==> src/rtl/hazard_sb_pkg.sv <==
// Shared definitions for the ID-stage hazard scoreboard: unit latencies,
// default geometry, the per-register entry record and the flush-age test.
package hazard_sb_pkg;

    // Cycles a dependant must wait behind each functional unit.
    localparam int unsigned LAT_ALU  = 0;
    localparam int unsigned LAT_LOAD = 1;
    localparam int unsigned LAT_MUL  = 4;
    localparam int unsigned LAT_DIV  = 7;

    // Default field widths; the scoreboard parameters start from these.
    localparam int unsigned SB_LAT_W = 3;
    localparam int unsigned SB_SEQ_W = 6;

    // One tracked register: remaining latency and issue tag of its producer.
    typedef struct packed {
        logic [SB_LAT_W-1:0] cnt;
        logic [SB_SEQ_W-1:0] tag;
    } sb_entry_t;

    // True when the producer tagged 'tag' is among the 'flush_cnt' youngest
    // issues. seq is the tag of the next issue, so the youngest has age 1;
    // the subtraction wraps modulo 2**seq_w.
    function automatic logic age_in_window(input int unsigned seq,
                                           input int unsigned tag,
                                           input int unsigned flush_cnt,
                                           input int unsigned seq_w);
        int unsigned age;
        age = (seq - tag) & ((32'd1 << seq_w) - 32'd1);
        return (age != 0) && (age <= flush_cnt);
    endfunction

endpackage

==> src/rtl/hazard_scoreboard_entry.sv <==
// sb_entry: one scoreboard cell (countdown + issue tag) for a single
// architectural register. Priority per edge: flush kill, issue, countdown.
module sb_entry
    import hazard_sb_pkg::*;
#(
    parameter int unsigned LAT_W = SB_LAT_W,
    parameter int unsigned SEQ_W = SB_SEQ_W
) (
    input  logic             clk,
    input  logic             rst_n,
    input  logic             i_flush,
    input  logic [SEQ_W-1:0] i_seq,
    input  logic [SEQ_W-1:0] i_flush_cnt,
    input  logic             i_issue,
    input  logic [LAT_W-1:0] i_lat,
    input  logic             i_hold,
    output logic [LAT_W-1:0] o_cnt
);

    logic [LAT_W-1:0] r_cnt;
    logic [SEQ_W-1:0] r_tag;
    logic             w_kill;

    // A pending write dies when its producer is one of the squashed issues.
    assign w_kill = i_flush && (r_cnt != '0) &&
                    age_in_window(32'(i_seq), 32'(r_tag), 32'(i_flush_cnt), SEQ_W);

    // Kill beats a new issue, which beats the countdown; hold freezes the count.
    always_ff @(posedge clk or negedge rst_n) begin
        if (!rst_n) begin
            // NOTE: the tag is reset with the counter even though it is only
            // read while cnt!=0, so the cell leaves reset in a known state.
            r_cnt <= '0;
            r_tag <= '0;
        end else if (w_kill) begin
            // NOTE: non-blocking assignments here so every cell samples the
            // same pre-edge seq and counter values regardless of block order.
            r_cnt <= '0;
        end else if (i_issue) begin
            r_cnt <= i_lat;
            r_tag <= i_seq;
        end else if (!i_hold && (r_cnt != '0)) begin
            r_cnt <= r_cnt - 1'b1;
        end
    end

    assign o_cnt = r_cnt;

endmodule

==> src/rtl/hazard_scoreboard.sv <==
// hazard_scoreboard: multi-cycle RAW/WAW hazard scoreboard for the ID stage.
// Tracks per-register remaining latency, stalls dependants and cancels the
// pending writes of squashed instructions by issue age.
// Optional build macro HAZARD_SB_PERF_EN adds saturating RAW/WAW stall counters.
module hazard_scoreboard
    import hazard_sb_pkg::*;
#(
    parameter int unsigned NREG   = 32,
    parameter int unsigned ADDR_W = $clog2(NREG),
    parameter int unsigned LAT_W  = SB_LAT_W,
    parameter int unsigned SEQ_W  = SB_SEQ_W
) (
    input  logic              clk,
    input  logic              rst_n,
    input  logic              id_valid,
    input  logic [ADDR_W-1:0] id_rs,
    input  logic [ADDR_W-1:0] id_rt,
    input  logic              id_rs_used,
    input  logic              id_rt_used,
    input  logic [ADDR_W-1:0] id_dst,
    input  logic              id_wen,
    input  logic [LAT_W-1:0]  id_lat,
    input  logic              hold,
    input  logic              flush_valid,
    input  logic [SEQ_W-1:0]  flush_cnt,
    output logic              stall,
    output logic              id_fire,
    output logic [NREG-1:0]   busy_mask
`ifdef HAZARD_SB_PERF_EN
    ,
    output logic [31:0]       perf_raw_stalls,
    output logic [31:0]       perf_waw_stalls
`endif
);

    logic [SEQ_W-1:0] r_seq;
    logic [LAT_W-1:0] w_cnt [NREG];
    logic             w_raw;
    logic             w_waw;
    logic             w_write;

    // r0 is hard-wired and never pending.
    assign w_cnt[0] = '0;

    // An issue only claims an entry when someone must actually wait for it.
    assign w_write = id_fire && id_wen && (id_lat != '0);

    for (genvar g = 1; g < NREG; g++) begin : g_entry
        sb_entry #(
            .LAT_W (LAT_W),
            .SEQ_W (SEQ_W)
        ) u_entry (
            .clk         (clk),
            .rst_n       (rst_n),
            .i_flush     (flush_valid),
            .i_seq       (r_seq),
            .i_flush_cnt (flush_cnt),
            .i_issue     (w_write && (id_dst == ADDR_W'(g))),
            .i_lat       (id_lat),
            .i_hold      (hold),
            .o_cnt       (w_cnt[g])
        );
    end

    // A source is blocked while its producer has cycles left; a write is
    // blocked while an older write to the same register would land later.
    assign w_raw = (id_rs_used && (id_rs != '0) && (w_cnt[id_rs] != '0)) ||
                   (id_rt_used && (id_rt != '0) && (w_cnt[id_rt] != '0));
    assign w_waw = id_wen && (id_dst != '0) && (w_cnt[id_dst] > id_lat);

    assign stall   = id_valid && (w_raw || w_waw || hold);
    assign id_fire = id_valid && !stall && !flush_valid;

    // Issue sequence: tag handed to the next instruction that fires.
    always_ff @(posedge clk or negedge rst_n) begin
        if (!rst_n) begin
            r_seq <= '0;
        end else if (id_fire) begin
            r_seq <= r_seq + 1'b1;
        end
    end

    // Busy view of the registered counters; bit 0 stays clear.
    always_comb begin
        // NOTE: default first so every bit is assigned on every pass and no
        // latch is inferred for bit 0 or any skipped index.
        busy_mask = '0;
        for (int i = 1; i < NREG; i++) begin
            busy_mask[i] = (w_cnt[i] != '0);
        end
    end

`ifdef HAZARD_SB_PERF_EN
    logic [31:0] r_perf_raw;
    logic [31:0] r_perf_waw;

    // Saturating stall counters; a cycle with both hazards counts as RAW only.
    always_ff @(posedge clk or negedge rst_n) begin
        if (!rst_n) begin
            r_perf_raw <= '0;
            r_perf_waw <= '0;
        end else begin
            if (id_valid && w_raw && (r_perf_raw != 32'hFFFF_FFFF)) begin
                r_perf_raw <= r_perf_raw + 32'd1;
            end
            if (id_valid && w_waw && !w_raw && (r_perf_waw != 32'hFFFF_FFFF)) begin
                r_perf_waw <= r_perf_waw + 32'd1;
            end
        end
    end

    assign perf_raw_stalls = r_perf_raw;
    assign perf_waw_stalls = r_perf_waw;
`else
    // Performance counters are not built in this configuration.
`endif

endmodule

==> config.mk <==
export PLATFORM = sky130hd
export DESIGN_NAME = hazard_scoreboard
export DESIGN_NICKNAME = d
export VERILOG_FILES = /design/src/rtl/hazard_sb_pkg.sv /design/src/rtl/hazard_scoreboard_entry.sv /design/src/rtl/hazard_scoreboard.sv
export SDC_FILE = /design/constraint.sdc
export NUM_CORES = 1
export LEC_CHECK = 0
export BUFFER_PORTS_ARGS = -buffer_cell sky130_fd_sc_hd__buf_2
export CAP_MARGIN = 25
export CORE_UTILIZATION = 62
export CTS_CLUSTER_SIZE = 30
export DETAILED_ROUTE_END_ITERATION = 10
export PLACE_DENSITY = 0.78
export SYNTH_ARGS = -nofsm -noshare
export SYNTH_HDL_FRONTEND = slang
export SYNTH_SLANG_ARGS = --single-unit
==> constraint.sdc <==
create_clock -name clk -period 7.5 [get_ports clk]
set_input_delay 0.375 -clock clk [delete_from_list [all_inputs] [get_ports clk]]
set_output_delay 0.375 -clock clk [all_outputs]
set_load 0.005 [all_outputs]
==> results_dict.tcl, run 1 <==
set metrics [dict create \
    status "complete, no violations" \
    clock_sinks 285 \
    path_class "input pin to primary output" \
    tightestPinTransition_ns 1.123 \
    grt_max_degree 82 \
    pwr_density_cell_mw_per_mm2 377.3 \
    cp-end-kind "primary output" \
    max_freq_ghz 0.2074 \
    path_clk_slew_ns 0.06 \
    dieHeight_um 214.0 \
    setup_tns_ns 0 \
    grt_pass1_wl_mm 126.6 \
    final_cell_mix "407 x ha_1, 280 x dfrtp_1, 250 x inv_1" \
    fp.dieW_um 214.0 \
    total_power_uw 11300 \
    die-area_mm2 0.04578 \
    start_util_pct 63.00 \
    period_share_pct 64.30 \
    yosysTopAreaCell "dfrtp_1" \
    grtUsageTotal_pct 34.87 \
    syn_area_per_cell_um2 9.534 \
    gp_congestion 0.9868 \
    postPlaceCellArea_mm2 0.02878 \
    synth_edf_count 0 \
    ctsLongestPathBuffers 3 \
    max_cap_violations 0 \
    setup_viol_count_final 0 \
    placementRows 77 \
    yosysWarningCount 0 \
    pin_count 66 \
    worstPathRequired_ns 7.12 \
    drc 0 \
    rr_worst_depth 12 \
    drt-total-wl_mm 80.51 \
    slew_violations 0 \
    reg2reg_to "g_entry[15].u_entry.o_cnt[0]$_DFFE_PN0P_" \
    first_pass_iters 5 \
    reg2reg_slack_ns 3.00 \
    syn2layout_area_growth_pct 7.537 \
    final_antenna_net_count 0 \
    synth_ff_type "dfrtp_1" \
    syn_area_mm2 0.02786 \
    synth_area_leaders "dfrtp_1 26%, ha_1 18%, mux2_2 7.6%, mux2i_1 3.6%, o21ai_0 3.5%" \
    hold_viol 0 \
    min_period_ns 4.822 \
    p_leak_uw 0.01326 \
    hold_class "input pin to async pin" \
    ys_seq_area_share_pct 25.60 \
    port_buffers 64 \
    htree_levels 2 \
    cts_resized 0 \
    vias 23560 \
    grt_remaining_overflow 0 \
    fin_area_mm2 0.02996 \
    post_drt_wl_per_cell_um 22.53 \
    synth-async-reset-ratio_pct 100.0 \
    synth_cell_types 63 \
    relSlewSlack_pct 24.15 \
    syn_nets 3392 \
    hpwl_mm 55.55 \
    drt_iter0_markers 1725 \
    clock_latency_ns 0.55 \
    synthDominantCellAreaShare_pct 25.60 \
    root_buffer "clkbuf_16" \
    final_core_util_pct 67.74 \
    grt_pass1_vias 24120 \
    synth_seq_cells 285 \
    hold_buffers 1 \
    cts_inserted_buffers 34 \
    arrival_ns 4.45 \
    layout.nets 3426 \
    rsz0062_at_grt "false" \
    startpoint_type "input pin" \
    r2r-start "r_seq[0]$_DFFE_PN0N_" \
    skew_ns 0.01430 \
    syn_inst 2922 \
    antenna_found_initial 3 \
    final_common_cell "ha_1" \
    drive_above_1_share_pct 14.97 \
    cp_max_fo 37 \
    peakVddDrop_uv 595.3 \
    post-cts-setup-buffer-count 0 \
    vias_per_cell 6.591 \
    cts_tree "yes" \
    core-area_mm2 0.04422 \
]
[flip-flops by register name (all words and copies together) (netlist names)]
signal	count
g_entry.u_entry.o_cnt	93
g_entry.u_entry.r_tag	186
r_seq	6
[power breakdown]
part	internal (uW)	switching, uW	leakage [uW]	total [uW]
clock network	979	686	0.000541	1670
logic	3130	4220	0.00889	7360
registers	1810	469	0.00384	2280
total	5920	5380	0.0133	11300
[logic make-up after synthesis]
kind of cell             count (synthesis)  share of synthesized area, %
AO/OA/AOI/OAI                          632                         14.65
adder cells (fa/ha/maj)                438                         20.51
XOR/XNOR                               160                         5.030
flip-flops                             285                         25.60
multiplexers                           317                         13.46
buffers and inverters                  358                         5.021
AND/OR/NAND/NOR                        731                         15.72
other                                    1                       0.01346
[cells in the mapped netlist (17+ instances only)]
cell type,number
a211o_1,19
nand4_1,34
xor2_1,65
o2111ai_1,24
nand3_1,32
mux4_2,27
buf_2,22
nor4_1,21
nand2_1,139
or3_1,43
and2_1,23
a211oi_1,38
ha_1,407
xnor2_1,95
mux2i_1,99
nor3_1,72
nor2b_1,101
o21a_1,96
o22ai_1,36
a21oi_1,97
clkbuf_1,64
inv_1,256
dfrtp_1,285
fa_1,31
a21o_1,37
nand2b_1,35
mux2_2,188
o21ai_0,195
nor2_1,79
or3b_2,17
o211ai_1,44
and3_1,48
or4_1,24
[worst max-delay path, cell delays in order]
cell	delay [ns]
buf_2	0.62
mux4_2	0.62
mux4_2	0.48
mux2_2	0.28
ha_1	0.29
nor2b_1	0.13
o21ai_0	0.17
nand2b_1	0.08
a41oi_1	0.31
o21ai_4	0.10
buf_4	0.36
nor4b_2	0.44
buf_2	0.19
[how the worst max path moves through the flow]
| stage | from | endpoint | slack (ns) |
|---|---|---|---|
| 2_1_floorplan | id_dst[0] | g_entry[29].u_entry.r_tag[3]$_DFFE_PN0P_ | 2.65 |
| 3_3_place_gp | id_dst[0] | g_entry[6].u_entry.r_tag[3]$_DFFE_PN0P_ | 2.51 |
| 3_5_place_dp | id_dst[0] | g_entry[6].u_entry.r_tag[2]$_DFFE_PN0P_ | 2.44 |
| 4_1_cts | id_dst[0] | id_fire | 2.68 |
| 5_1_grt | id_dst[0] | id_fire | 2.43 |
| 6_report | id_dst[0] | id_fire | 2.68 |
[metrics by stage]
stage / hold WS, ns / instances / worst slack (ns)
after floorplan: 0.07941 / 2922 / 2.653
after global placement: 0.3481 / 3505 / 2.509
after detailed placement: 0.3564 / 3507 / 2.439
after CTS: 0.3705 / 3567 / 2.676
after global routing: 0.4207 / 3572 / 2.431
final: 0.3660 / 3574 / 2.678
[layout make-up]
class	count	area [um^2]
Clock inverter	13	128.9
Sequential cell	285	7143
Timing Repair Buffer	100	658.1
Antenna cell	3	7.507
Clock buffer	46	969.7
Tap cell	592	740.7
Multi-Input combinational cell	2279	19350
Inverter	256	960.9
Fill cell	3388	14260
[routing by layer]
metal	global-route usage (%)	vias to the layer above	share of wire, %
met3	5.174	282	7.6
met4	17.07	2	4.8
li1	-	10760	-
met1	43.62	11520	41
met2	58.89	992	47
met5	0	-	0.0087
Note: power is estimated with default switching activity, not from simulation.
==> run 2, diff against run 1 <==
Settings changed: ABC_AREA set to 1.
Clock period 7.5 ns to 4.8 ns, I/O delays scaled along.
==> results_dict.tcl, run 2 <==
set metrics [dict create \
    status "complete, no violations" \
    syn_area_per_cell_um2 7.463 \
    path_clk_slew_ns 0.06 \
    post_drt_wl_per_cell_um 17.68 \
    seqPwrFrac_pct 20.4 \
    startpoint "id_dst[0]" \
    yosysTopAreaCell "dfrtp_1" \
    min_period_ns 4.599 \
    first_pass_iters 9 \
    p_int_uw 8587 \
    grt_pass1_wl_mm 122.2 \
    synth_edf_count 0 \
    hold_viol 0 \
    synthDominantCellAreaShare_pct 25.80 \
    cts_tree "yes" \
    final_core_util_pct 67.77 \
    largest_register "g_entry.u_entry.r_tag" \
    ctsLongestPathBuffers 3 \
    gp_congestion 1.081 \
    slew_violations 0 \
    syn2layout_area_growth_pct 6.771 \
    pin_count 66 \
    vias 25180 \
    hold_class "input pin to async pin" \
    layout.nets 4183 \
    arrival_ns 4.36 \
    clock_sinks 285 \
    final_cell_mix "912 x nand2_1, 504 x inv_1, 407 x ha_1" \
    crit_top_cell "o21ai_0" \
    ys_seq_area_share_pct 25.80 \
    synth_common_cells "912 x nand2_1, 515 x inv_1, 407 x ha_1, 285 x dfrtp_1, 216 x nand3_1" \
    drt_iter0_markers 2262 \
    setup_tns_ns 0 \
    hpwl_mm 53.71 \
    synth_seq_cells 285 \
    clock_latency_ns 0.57 \
    port_buffers 64 \
    cp_max_fo 34 \
    crit_chain "buf_2 > nor2_1 > inv_1 > buf_4 > o22ai_1 > o21ai_0 > nand2_1 > a221oi_1 > o21ai_0 > ha_1 > a21oi_1 > o21ai_0 > nand3_1 > o21ai_0 > inv_1 > nand3_1 > nor2_4 > buf_4 > buf_2" \
    die-area_mm2 0.04544 \
    p_leak_uw 0.01471 \
    final_common_cell "nand2_1" \
    yosysWarningCount 0 \
    p_sw_share_pct 50.35 \
    synth_cell_types 51 \
    drt-total-wl_mm 76.40 \
    peakVddDrop_uv 314.0 \
    cpMaxStageDelayCell "nor2_1" \
    comb_power_share_pct 65.8 \
    htree_levels 1 \
    rr_worst_depth 20 \
    cts_inserted_buffers 30 \
    largest_reg_flops 186 \
    syn_area_mm2 0.02764 \
    placementRows 76 \
    final_antenna_net_count 0 \
    root_buffer "clkbuf_16" \
    dieHeight_um 213.2 \
    synth_area_leaders "dfrtp_1 26%, ha_1 18%, nand2_1 12%, inv_1 7.0%, xor2_1 5.7%" \
    setup_viol_count_final 0 \
    grt_max_degree 128 \
    slowest_delay_ns 0.82 \
    grt_remaining_overflow 0 \
    period_share_pct 95.80 \
    rsz0062_at_grt "false" \
    relSlewSlack_pct 28.64 \
    synth_ff_type "dfrtp_1" \
    startpoint_type "input pin" \
    reg2reg_slack_ns 0.90 \
    syn_nets 4174 \
    start_util_pct 63.47 \
    cp-end-kind "primary output" \
    clockPowerShare_pct 13.8 \
    core-area_mm2 0.04355 \
    tightestPinTransition_ns 1.066 \
    yosysMostFrequentCell "nand2_1" \
    synth-async-reset-ratio_pct 100.0 \
    regArea_mm2 0.007141 \
    drc 0 \
    grtUsageTotal_pct 34.03 \
    nFillCells 3854 \
    grt_pass1_vias 23180 \
    max_freq_ghz 0.2175 \
    pwr_density_cell_mw_per_mm2 585.9 \
    vias_per_cell 5.827 \
    power_switching_uw 8707 \
    r2r-start "r_seq[2]$_DFFE_PN0N_" \
    skew_ns 0.01167 \
    antenna_found_initial 4 \
    drive_above_1_share_pct 6.642 \
    fp.dieW_um 213.2 \
    reg2reg_to "g_entry[24].u_entry.o_cnt[1]$_DFFE_PN0P_" \
    syn_inst 3704 \
    path_class "input pin to primary output" \
    multi_input_comb_area_mm2 0.01788 \
    worstPathRequired_ns 4.56 \
    max_cap_violations 0 \
    endpoint "id_fire" \
]
[run 2: cell types whose count changed in the layout (fill, tap and decap cells not counted), moves of 89 or more]
cell	change
inv_1	+254
nor2_1	+89
nand4_1	+117
nand2_1	+773
nor2b_1	-101
xor2_1	+114
nand3_1	+184
o21ai_1	+177
xnor2_1	-92
o21ai_0	-113
mux2_2	-188
mux2i_1	-99
o21a_1	-92
[run 2: worst max-delay path: cells and delay by family]
kind | cells | cell delay, ns
adders and majority gates | 1 | 0.28
AOI/OAI and AO/OA | 7 | 0.80
buffers and inverters | 6 | 1.72
and+or+nand+nor | 5 | 1.28
[run 2: routing by layer]
layer  share of wire [%]  wire, um  GRT usage, %  up-vias
li1                    -         -             -    12420
met2                  45     34020         54.41      906
met4                 3.3      2496         10.64        6
met1                  44     33970         47.63    11690
met3                 7.7      5874         4.692      159
met5               0.059        45             0        -
[run 2: per-stage QoR]
| step | std cells | cell area (um^2) | total power (uW) | hold slack (ns) | setup WS, ns |
|---|---|---|---|---|---|
| global route | 4320 | 29510 | 19140 | 0.4000 | 0.05664 |
| finish | 4322 | 29520 | 17290 | 0.3862 | 0.2014 |
| floorplan | 3704 | 27640 | 11800 | -0.05559 | 0.3844 |
| detailed placement | 4262 | 28440 | 14720 | 0.4178 | 0.1900 |
| global placement | 4262 | 28440 | 14400 | 0.4225 | 0.3082 |
| CTS | 4316 | 29440 | 17160 | 0.3675 | 0.4371 |
[run 2: repair_timing]
action	CTS	global route
hold buffers	1	0
gates resized for setup	0	0
hold endpoints to repair	125	0
setup buffers	0	0
[run 2: how the worst min path moves through the flow]
stage	from	to	slack, ns	cells past startpoint
after detailed placement	rst_n	g_entry[23].u_entry.r_tag[0]$_DFFE_PN0P_	0.42	1
after global routing	id_lat[0]	g_entry[1].u_entry.o_cnt[0]$_DFFE_PN0P_	0.40	6
after floorplan	rst_n	g_entry[10].u_entry.o_cnt[0]$_DFFE_PN0P_	-0.06	0
after CTS	id_lat[0]	g_entry[24].u_entry.o_cnt[0]$_DFFE_PN0P_	0.37	6
final	rst_n	g_entry[23].u_entry.r_tag[0]$_DFFE_PN0P_	0.39	2
after global placement	rst_n	g_entry[23].u_entry.r_tag[0]$_DFFE_PN0P_	0.42	1
[run 2: layout make-up]
type | instances | share of cell area (%)
repair buffers | 107 | 2.755
clock buffers | 36 | 2.760
diodes | 3 | 0.02543
well taps | 585 | 2.480
clock inverters | 17 | 0.6062
multi-input cells | 2770 | 60.56
inverters | 519 | 6.617
flip-flops and latches | 285 | 24.19
[run 2: kinds of logic (layout without fill, tap and decap cells)]
group	Yosys count	in the layout	share of synthesized area, %
xor gates and xnor gates	182	182	5.766
buffers and inverters	649	679	9.568
adders and majority gates	438	438	20.67
DFF	285	285	25.80
other	1	4	0.01357
AOI/OAI and AO/OA	600	600	12.38
and+or+nand+nor	1549	1549	25.80
[run 2: power by group through the flow]
stage	Sequential [uW]	Clock (uW)	Combinational, uW
global placement	3530	0	10900
finish	3520	2390	11400
global route	3570	2490	13100
detailed placement	3530	0	11200
floorplan	3350	0	8450
CTS	3500	2390	11300
